File: config.mk
export PLATFORM = sky130hd
export DESIGN_NAME = stopwatch_cu_flat
export DESIGN_NICKNAME = d
export VERILOG_FILES = /design/src/rtl/stopwatch_pkg.sv /design/src/rtl/stopwatch_cu_if.sv /design/src/rtl/btn_edge.sv /design/src/rtl/stopwatch_cu.sv /design/src/flat_wrapper.sv
export SDC_FILE = /design/constraint.sdc
export NUM_CORES = 1
export LEC_CHECK = 0
export ABC_AREA = 1
export CELL_PAD_IN_SITES_DETAIL_PLACEMENT = 0
export CELL_PAD_IN_SITES_GLOBAL_PLACEMENT = 1
export CORE_UTILIZATION = 34
export DETAILED_ROUTE_END_ITERATION = 8
export PLACE_DENSITY_LB_ADDON = 0.1
export SKIP_CTS_REPAIR_TIMING = 1
export SLEW_MARGIN = 10
export SYNTH_ARGS = -nofsm -noshare
export SYNTH_HDL_FRONTEND = slang
export SYNTH_SLANG_ARGS = --single-unit
File: constraint.sdc
create_clock -name clk -period 1.4 [get_ports clk]
set_input_delay 0.14 -clock clk [delete_from_list [all_inputs] [get_ports clk]]
set_output_delay 0.14 -clock clk [all_outputs]
set_load 0.05 [all_outputs]
File: src/rtl/stopwatch_pkg.sv
// Shared constants and types for the stopwatch control unit.
package stopwatch_pkg;

    // FSM state encodings, also driven out on o_state for debug LEDs.
    localparam logic [1:0] ST_STOP  = 2'b00;
    localparam logic [1:0] ST_RUN   = 2'b01;
    localparam logic [1:0] ST_CLEAR = 2'b10;

    typedef enum logic [1:0] {
        STATE_STOP  = ST_STOP,
        STATE_RUN   = ST_RUN,
        STATE_CLEAR = ST_CLEAR,
        STATE_BAD   = 2'b11
    } state_t;

    // Display select values understood by fnd_control.
    localparam logic MODE_MSEC_SEC = 1'b0;
    localparam logic MODE_MIN_HOUR = 1'b1;

    // Button positions inside the packed button vector.
    localparam int NUM_BTNS  = 4;
    localparam int BTN_RUN   = 0;
    localparam int BTN_CLEAR = 1;
    localparam int BTN_MODE  = 2;
    localparam int BTN_LAP   = 3;

    // Width of the clear-duration counter.
    localparam int CLR_CNT_W = 4;

    // Flip the display mode between its two legal values.
    function automatic logic toggle_mode(input logic mode);
        return (mode == MODE_MIN_HOUR) ? MODE_MSEC_SEC : MODE_MIN_HOUR;
    endfunction

endpackage

File: src/rtl/stopwatch_cu_if.sv
// Button inputs and control outputs of the stopwatch control unit.
interface stopwatch_cu_if;
    logic       btn_run_stop;
    logic       btn_clear;
    logic       btn_mode;
    logic       btn_lap;
    logic       o_run;
    logic       o_clear;
    logic       o_sw_mode;
    logic       o_hold;
    logic [1:0] o_state;

    // Driver side: debouncers feed buttons, counter/display consume controls.
    modport master (
        output btn_run_stop, btn_clear, btn_mode, btn_lap,
        input  o_run, o_clear, o_sw_mode, o_hold, o_state
    );

    // Control unit side.
    modport slave (
        input  btn_run_stop, btn_clear, btn_mode, btn_lap,
        output o_run, o_clear, o_sw_mode, o_hold, o_state
    );
endinterface

File: src/rtl/btn_edge.sv
// Rising-edge detector: turns a debounced button level into a one-cycle press.
// The history flop resets high so a button held through reset is not a press.
module btn_edge (
    input  logic clk,
    input  logic reset,
    input  logic btn,
    output logic press
);
    logic btn_d_reg;

    // Remember the previous sampled level.
    always_ff @(posedge clk) begin
        if (reset) begin
            btn_d_reg <= 1'b1;
        end else begin
            btn_d_reg <= btn;
        end
    end

    assign press = btn & ~btn_d_reg;
endmodule

File: src/rtl/stopwatch_cu.sv
// Stopwatch control unit: STOP/RUN/CLEAR sequencer, display-mode select and
// lap-hold flag. All outputs come straight from flops, one clock after the
// button edge that caused them.
module stopwatch_cu
    import stopwatch_pkg::*;
#(
    parameter int CLEAR_CYCLES = 2
) (
    input  logic           clk,
    input  logic           reset,
    stopwatch_cu_if.slave  sw
);
    // Terminal count of the clear pulse; the counter starts at 0 on entry.
    localparam logic [CLR_CNT_W-1:0] CLR_LAST = CLR_CNT_W'(CLEAR_CYCLES - 1);

    logic [NUM_BTNS-1:0] btn_level;
    logic [NUM_BTNS-1:0] btn_press;

    assign btn_level[BTN_RUN]   = sw.btn_run_stop;
    assign btn_level[BTN_CLEAR] = sw.btn_clear;
    assign btn_level[BTN_MODE]  = sw.btn_mode;
    assign btn_level[BTN_LAP]   = sw.btn_lap;

    generate
        for (genvar gi = 0; gi < NUM_BTNS; gi++) begin : g_btn
            btn_edge u_btn_edge (
                .clk   (clk),
                .reset (reset),
                .btn   (btn_level[gi]),
                .press (btn_press[gi])
            );
        end
    endgenerate

    logic press_run;
    logic press_clear;
    logic press_mode;
    logic press_lap;

    assign press_run   = btn_press[BTN_RUN];
    assign press_clear = btn_press[BTN_CLEAR];
    assign press_mode  = btn_press[BTN_MODE];
    assign press_lap   = btn_press[BTN_LAP];

    state_t               state_reg,   state_next;
    logic [CLR_CNT_W-1:0] clr_cnt_reg, clr_cnt_next;
    logic                 mode_reg,    mode_next;
    logic                 hold_reg,    hold_next;
    logic                 run_reg,     run_next;
    logic                 clear_reg,   clear_next;

    // State, counter and output registers.
    always_ff @(posedge clk) begin
        if (reset) begin
            state_reg   <= STATE_STOP;
            clr_cnt_reg <= '0;
            mode_reg    <= MODE_MSEC_SEC;
            hold_reg    <= 1'b0;
            run_reg     <= 1'b0;
            clear_reg   <= 1'b0;
        end else begin
            state_reg   <= state_next;
            clr_cnt_reg <= clr_cnt_next;
            mode_reg    <= mode_next;
            hold_reg    <= hold_next;
            run_reg     <= run_next;
            clear_reg   <= clear_next;
        end
    end

    // Next-state, clear counter, mode and hold decisions.
    always_comb begin
        state_next   = state_reg;
        clr_cnt_next = clr_cnt_reg;
        mode_next    = press_mode ? toggle_mode(mode_reg) : mode_reg;
        hold_next    = hold_reg;

        case (state_reg)
            STATE_STOP: begin
                // Run beats clear when both rise together; the clear is dropped.
                if (press_run) begin
                    state_next = STATE_RUN;
                end else if (press_clear) begin
                    state_next   = STATE_CLEAR;
                    clr_cnt_next = '0;
                    hold_next    = 1'b0;
                end
                if (press_lap) begin
                    hold_next = 1'b0;
                end
            end
            STATE_RUN: begin
                // Clear is ignored while running; hold survives RUN->STOP.
                if (press_run) begin
                    state_next = STATE_STOP;
                end
                if (press_lap) begin
                    hold_next = ~hold_reg;
                end
            end
            STATE_CLEAR: begin
                // Presses of run/clear here are simply not acted on.
                if (clr_cnt_reg == CLR_LAST) begin
                    state_next = STATE_STOP;
                end else begin
                    clr_cnt_next = clr_cnt_reg + 1'b1;
                end
            end
            default: begin
                state_next   = STATE_STOP;
                clr_cnt_next = '0;
                mode_next    = MODE_MSEC_SEC;
                hold_next    = 1'b0;
            end
        endcase

        run_next   = (state_next == STATE_RUN);
        clear_next = (state_next == STATE_CLEAR);
    end

    assign sw.o_run     = run_reg;
    assign sw.o_clear   = clear_reg;
    assign sw.o_sw_mode = mode_reg;
    assign sw.o_hold    = hold_reg;
    assign sw.o_state   = state_reg;
endmodule

File: src/flat_wrapper.sv
// flat-port wrapper written by rule: the top's interface ports become plain ports
module stopwatch_cu_flat import stopwatch_pkg::*;
#(
    parameter int CLEAR_CYCLES = 2
)
  (clk, reset, sw_btn_run_stop, sw_btn_clear, sw_btn_mode, sw_btn_lap, sw_o_run, sw_o_clear, sw_o_sw_mode, sw_o_hold, sw_o_state);
  stopwatch_cu_if sw_i ();
  input  logic clk;
  input  logic reset;
  input wire logic [$bits(sw_i.btn_run_stop)-1:0] sw_btn_run_stop;
  input wire logic [$bits(sw_i.btn_clear)-1:0] sw_btn_clear;
  input wire logic [$bits(sw_i.btn_mode)-1:0] sw_btn_mode;
  input wire logic [$bits(sw_i.btn_lap)-1:0] sw_btn_lap;
  output wire logic [$bits(sw_i.o_run)-1:0] sw_o_run;
  output wire logic [$bits(sw_i.o_clear)-1:0] sw_o_clear;
  output wire logic [$bits(sw_i.o_sw_mode)-1:0] sw_o_sw_mode;
  output wire logic [$bits(sw_i.o_hold)-1:0] sw_o_hold;
  output wire logic [$bits(sw_i.o_state)-1:0] sw_o_state;
  assign sw_i.btn_run_stop = sw_btn_run_stop;
  assign sw_i.btn_clear = sw_btn_clear;
  assign sw_i.btn_mode = sw_btn_mode;
  assign sw_i.btn_lap = sw_btn_lap;
  assign sw_o_run = sw_i.o_run;
  assign sw_o_clear = sw_i.o_clear;
  assign sw_o_sw_mode = sw_i.o_sw_mode;
  assign sw_o_hold = sw_i.o_hold;
  assign sw_o_state = sw_i.o_state;
  stopwatch_cu #(.CLEAR_CYCLES(CLEAR_CYCLES)) u_core (.clk(clk), .reset(reset), .sw(sw_i));
endmodule
Word level (Yosys, flattened, before mapping) --
Cells that the tools add are included.
Storage, ports and cells: bits in registers 14, logic and storage cells 54
Operators by class: add/subtract/negate cells 1, equality and inequality tests 11, bitwise gates (word level) 12, reduce and logical (&&, ||, !) cells 5, multiplexer cells 15
Operators by type and width (count):
- 2-to-1 mux 4 bit | 3
- one-hot mux 4 bit (3 select lines) | 1
- 2-to-1 mux 2 bit | 4
- != test 2 bit (second input constant) | 4
- inverter 1 bit | 8
- AND reduction 4 bit | 2
- != test 3 bit (second input constant) | 2
- one-hot mux 2 bit (3 select lines) | 1
- 2-to-1 mux 1 bit | 5
- adder 4 x 1 -> 4 bit (second input constant) | 1
- AND 1 bit | 4
- == test 2 x 1 -> 1 bit (second input constant) | 2
- == test 2 bit (second input constant) | 2
- == test 4 x 1 -> 1 bit (second input constant) | 1
- one-hot mux 1 bit (3 select lines) | 1
- OR reduction 3 bit | 1
- logical NOT 2 bit | 1
- OR reduction 2 bit | 1

Logic depth before layout (Yosys ltp) --
word-level depth 6, gate-level depth with buffers 7

Cells and area by module --
Synthesis repeated with hierarchy kept, for this count alone.
Unflattened totals: cell total of the unflattened synthesis 90, area, all modules 646.9 sq um
Modules (own cells, without submodules):
- stopwatch_cu | cells an instance 70, sequential area each 200.2 sq um, instances 1, area an instance 496.7 sq um
- btn_edge | cells an instance 5, sequential area each 20.0 sq um, instances 4, area an instance 37.5 sq um

Least setup slack after synthesis --
No wires, ideal clock.
path kind register -> register, from register u_core.state_reg[0], in the netlist u_core.sw.o_state[0], to register u_core.clr_cnt_reg[1], buffers on the path 0, arrival 1.228 ns, clock period less this slack 1.346 ns, required time 1.282 ns, stages on the path, launching flop included 8, library setup time 0.118 ns, setup slack 0.054 ns, path through dfxtp_1 > inv_2 > nand2_2 > clkinv_2 > nand2_1 > nor2_1 > a21oi_1 > nor2_1
On the way: cells in the longest elaborated chain, start to end 3
RTL lines:
- start, declared | line stopwatch_cu.sv:45 | state_t state_reg, state_next;
- start signal, assigned | line stopwatch_cu.sv:62 | state_reg <= state_next;
- == test 2 bit, or another cell as far along | line stopwatch_cu.sv:78 | case (state_reg)
- != test 2 bit (no line) / inverter 1 bit (equally long branches)
- AND reduction 4 bit (no line)
- end signal, assigned | line stopwatch_cu.sv:63 | clr_cnt_reg <= clr_cnt_next;
- end, declared | line stopwatch_cu.sv:46 | logic [CLR_CNT_W-1:0] clr_cnt_reg, clr_cnt_next;
Several ways; a longest one is shown, not always the timed one. A chain may end at the register's enable or synchronous reset.

Final worst setup path --
from register u_core.state_reg[0], in the netlist u_core.sw.o_state[0], to register u_core.hold_reg, in the netlist u_core.sw.o_hold
On the way: cells in the longest elaborated chain, start to end 3
RTL lines:
- == test 2 x 1 -> 1 bit, or another cell as far along | line stopwatch_cu.sv:78
- != test 2 bit (no line), or another cell as far along
- AND reduction 4 bit (no line)
- end signal, assigned | line stopwatch_cu.sv:65 | hold_reg <= hold_next;
- end, declared | line stopwatch_cu.sv:48 | logic hold_reg, hold_next;
Several ways; a longest one is shown, not always the timed one.

==> run_results.csv <==
group,metric,value,unit
critical_path,arrival,1.30,ns
clocking,clock_sinks,14,
cells_and_area,layout.cells.most_common,"dfxtp_1",
synth,syn_nets,92,
floorplan,die_width,45.07,um
pwr,irDropWorstVdd,0.4824,mV
clocking,path_clk_slew,0.08,ns
synth,synth_area,630.6,um2
detailed_routing,ant_nets,0,
critical_path,r2r_cells,7,
hold_path,whs_endpoint,"u_core.g_btn[0].u_btn_edge.btn_d_reg",
synth,yosysWarningCount,0,
critical_path,worstReg2RegStart,"u_core.sw.o_state[0]",
clocking,cts_root_buffer,"clkbuf_4",
clocking,cts_tree,"built",
timing,skew,0.001809,ns
floorplan,ios,12,
synth,synth.distinct_cells,20,
critical_path,critPathRequiredTime,1.55,ns
cells_and_area,synthToLayoutAreaGrowth,29.96,%
timing,setup_viol,0,
hold_path,min-delay-start,"sw_btn_run_stop",
timing,fin_ws,0.2566,ns
detailed_routing,dr_total_vias,537,
timing,period_share,81.67,%
detailed_routing,wl_per_cell,9.585,um
pwr,powerDensity,953.0,mW/mm2
synth,syn_inst,84,
synth,syn_avg_cell_area,7.507,um2
global_routing,grt_max_degree,12,
global_routing,grt_pass1_wl,2.083,mm
critical_path,end_kind,"register",
global_routing,overflow,0,
floorplan,fp.dieH,45.07,um
floorplan,coreArea,0.001727,mm2
cells_and_area,n_antenna_cell,0,
timing,finalMaxSlewViolations,0,
cells_and_area,n_fill_cell,179,
clocking,clockBufferDepth,2,
cells_and_area,drive_above_1_share,21.43,%
critical_path,cp_max_fo,5,
run_status,status,"finished, final reports clean",
critical_path,r2r_end,"u_core.sw.o_hold",
placement,port_buffers,11,
critical_path,cp-start-kind,"register",
timing,relSlewSlack,72.20,%
global_routing,grt_pass1_vias,494,
timing,setup_tns,0,ns
timing,rsz0062_at_grt,"false",
detailed_routing,drt-pass1-iter-count,5,
clocking,h-tree-depth,1,
floorplan,rows,15,
clocking,clk_latency,0.27,ns
timing,hold_viol_final,0,
run,max_cap_viol_count,0,
cells_and_area,final_util,47.46,%
clocking,cts_buffers,3,
timing,worst-slew-pin-transition,0.4157,ns
global_routing,track_usage,14.67,%
floorplan,dieArea,0.002031,mm2
detailed_routing,route.detailed.drc,0,
critical_path,worst-setup-path-type,"reg2reg",
placement,dp_slack,0.03407,ns
detailed_routing,drt_iter0_markers,11,
cells_and_area,nNetsFinal,108,
timing,fmax,874.6,MHz
timing,fin_crit,1.143,ns
floorplan,initial_core_util,36.52,%
hold_path,hold_class,"in2reg",
cells_and_area,final_cell_mix,"dfxtp_1, nand2_1, inv_1",
detailed_routing,drt_wl_total,1.179,mm
pwr,p_leak,0.0003569,uW
detailed_routing,viasPerCell,4.366,
hold_path,hold_depth,2,
critical_path,ff2ff_setup_slack,0.26,ns
placement,dp_hpwl,924.4,um
synth,ys_seq_area_share,44.44,%
placement,gp_congestion,0.7530,
global_routing,antenna_found_initial,0,
synth,synth-seq-cells,14,
[critical path: stages, from the launching register on]
cell and delay [ns]:
dfxtp_1 0.42, inv_2 0.09, nand2_2 0.10, clkinv_2 0.08, a21oi_1 0.12, nand3_1 0.09
nand2_1 0.08, a21oi_2 0.05
[through the flow]
step | hold slack, ns | cell area, um2 | power (uW) | std cells
after floorplan | 0.2438 | 630.6 | 517.4 | 84
after detailed placement | 0.4758 | 797.0 | 571.1 | 120
after global routing | 0.4667 | 819.5 | 828.5 | 123
after global placement | 0.4901 | 797.0 | 570.2 | 120
after CTS | 0.4486 | 819.5 | 796.2 | 123
final | 0.4595 | 819.5 | 781.0 | 123
[per-layer routing]
metal | up-vias | track usage [%] | wire length (um)
li1 | 297 | - | -
met1 | 221 | 19.75 | 614
met2 | 17 | 20.00 | 476
met3 | 2 | 6.000 | 76
met4 | 0 | 7.273 | 12
met5 | - | 0 | 0
[cells in the mapped netlist, drive strengths merged]
cell type | instances | area [um2]
nor3 | 1 | 5.000
or2 | 3 | 18.77
buf | 1 | 5.000
xnor2 | 1 | 8.760
nand3 | 10 | 55.05
inv | 13 | 48.79
dfxtp | 14 | 280.3
a21oi | 12 | 67.57
o21ai | 2 | 10.00
ha | 2 | 25.02
nor2 | 8 | 32.54
clkinv | 1 | 5.000
o211ai | 1 | 7.510
nand2 | 15 | 61.31
[kinds of logic after synthesis]
logic type      share of synthesized area [%]
compound gates                          13.49
xor+xnor                                1.389
fa+ha+maj                               3.968
buf+inv                                 9.323
flops                                   44.44
simple gates                            27.38
[power by group]
group	internal [uW]	total (uW)	leakage, uW	switching (uW)
logic	56.0	134	0.000229	78.4
registers	414	427	0.000115	12.6
clock network	99.7	220	0.0000138	120
total	570	781	0.000357	211
[worst max path at each step]
| stage | startpoint | end | slack [ns] | cells past startpoint |
|---|---|---|---|---|
| after floorplan | u_core.sw.o_state[0] | u_core.clr_cnt_reg[1] | 0.05 | 7 |
| after global placement | sw_btn_clear | u_core.clr_cnt_reg[1] | 0.08 | 8 |
| after detailed placement | sw_btn_clear | u_core.clr_cnt_reg[1] | 0.03 | 8 |
| after CTS | u_core.sw.o_state[0] | u_core.sw.o_hold | 0.25 | 7 |
| after global routing | u_core.sw.o_state[0] | u_core.sw.o_hold | 0.10 | 7 |
| final | u_core.sw.o_state[0] | u_core.sw.o_hold | 0.26 | 7 |
[area by class of cell]
type	count	area (um2)	area share (%)
Timing Repair Buffer	12	140.1	17.10
Inverter	14	53.80	6.565
Sequential cell	14	280.3	34.20
Tap cell	25	31.28	3.817
Multi-Input combinational cell	55	291.5	35.57
Clock buffer	3	22.52	2.748
(Power assumes the default switching activity.)
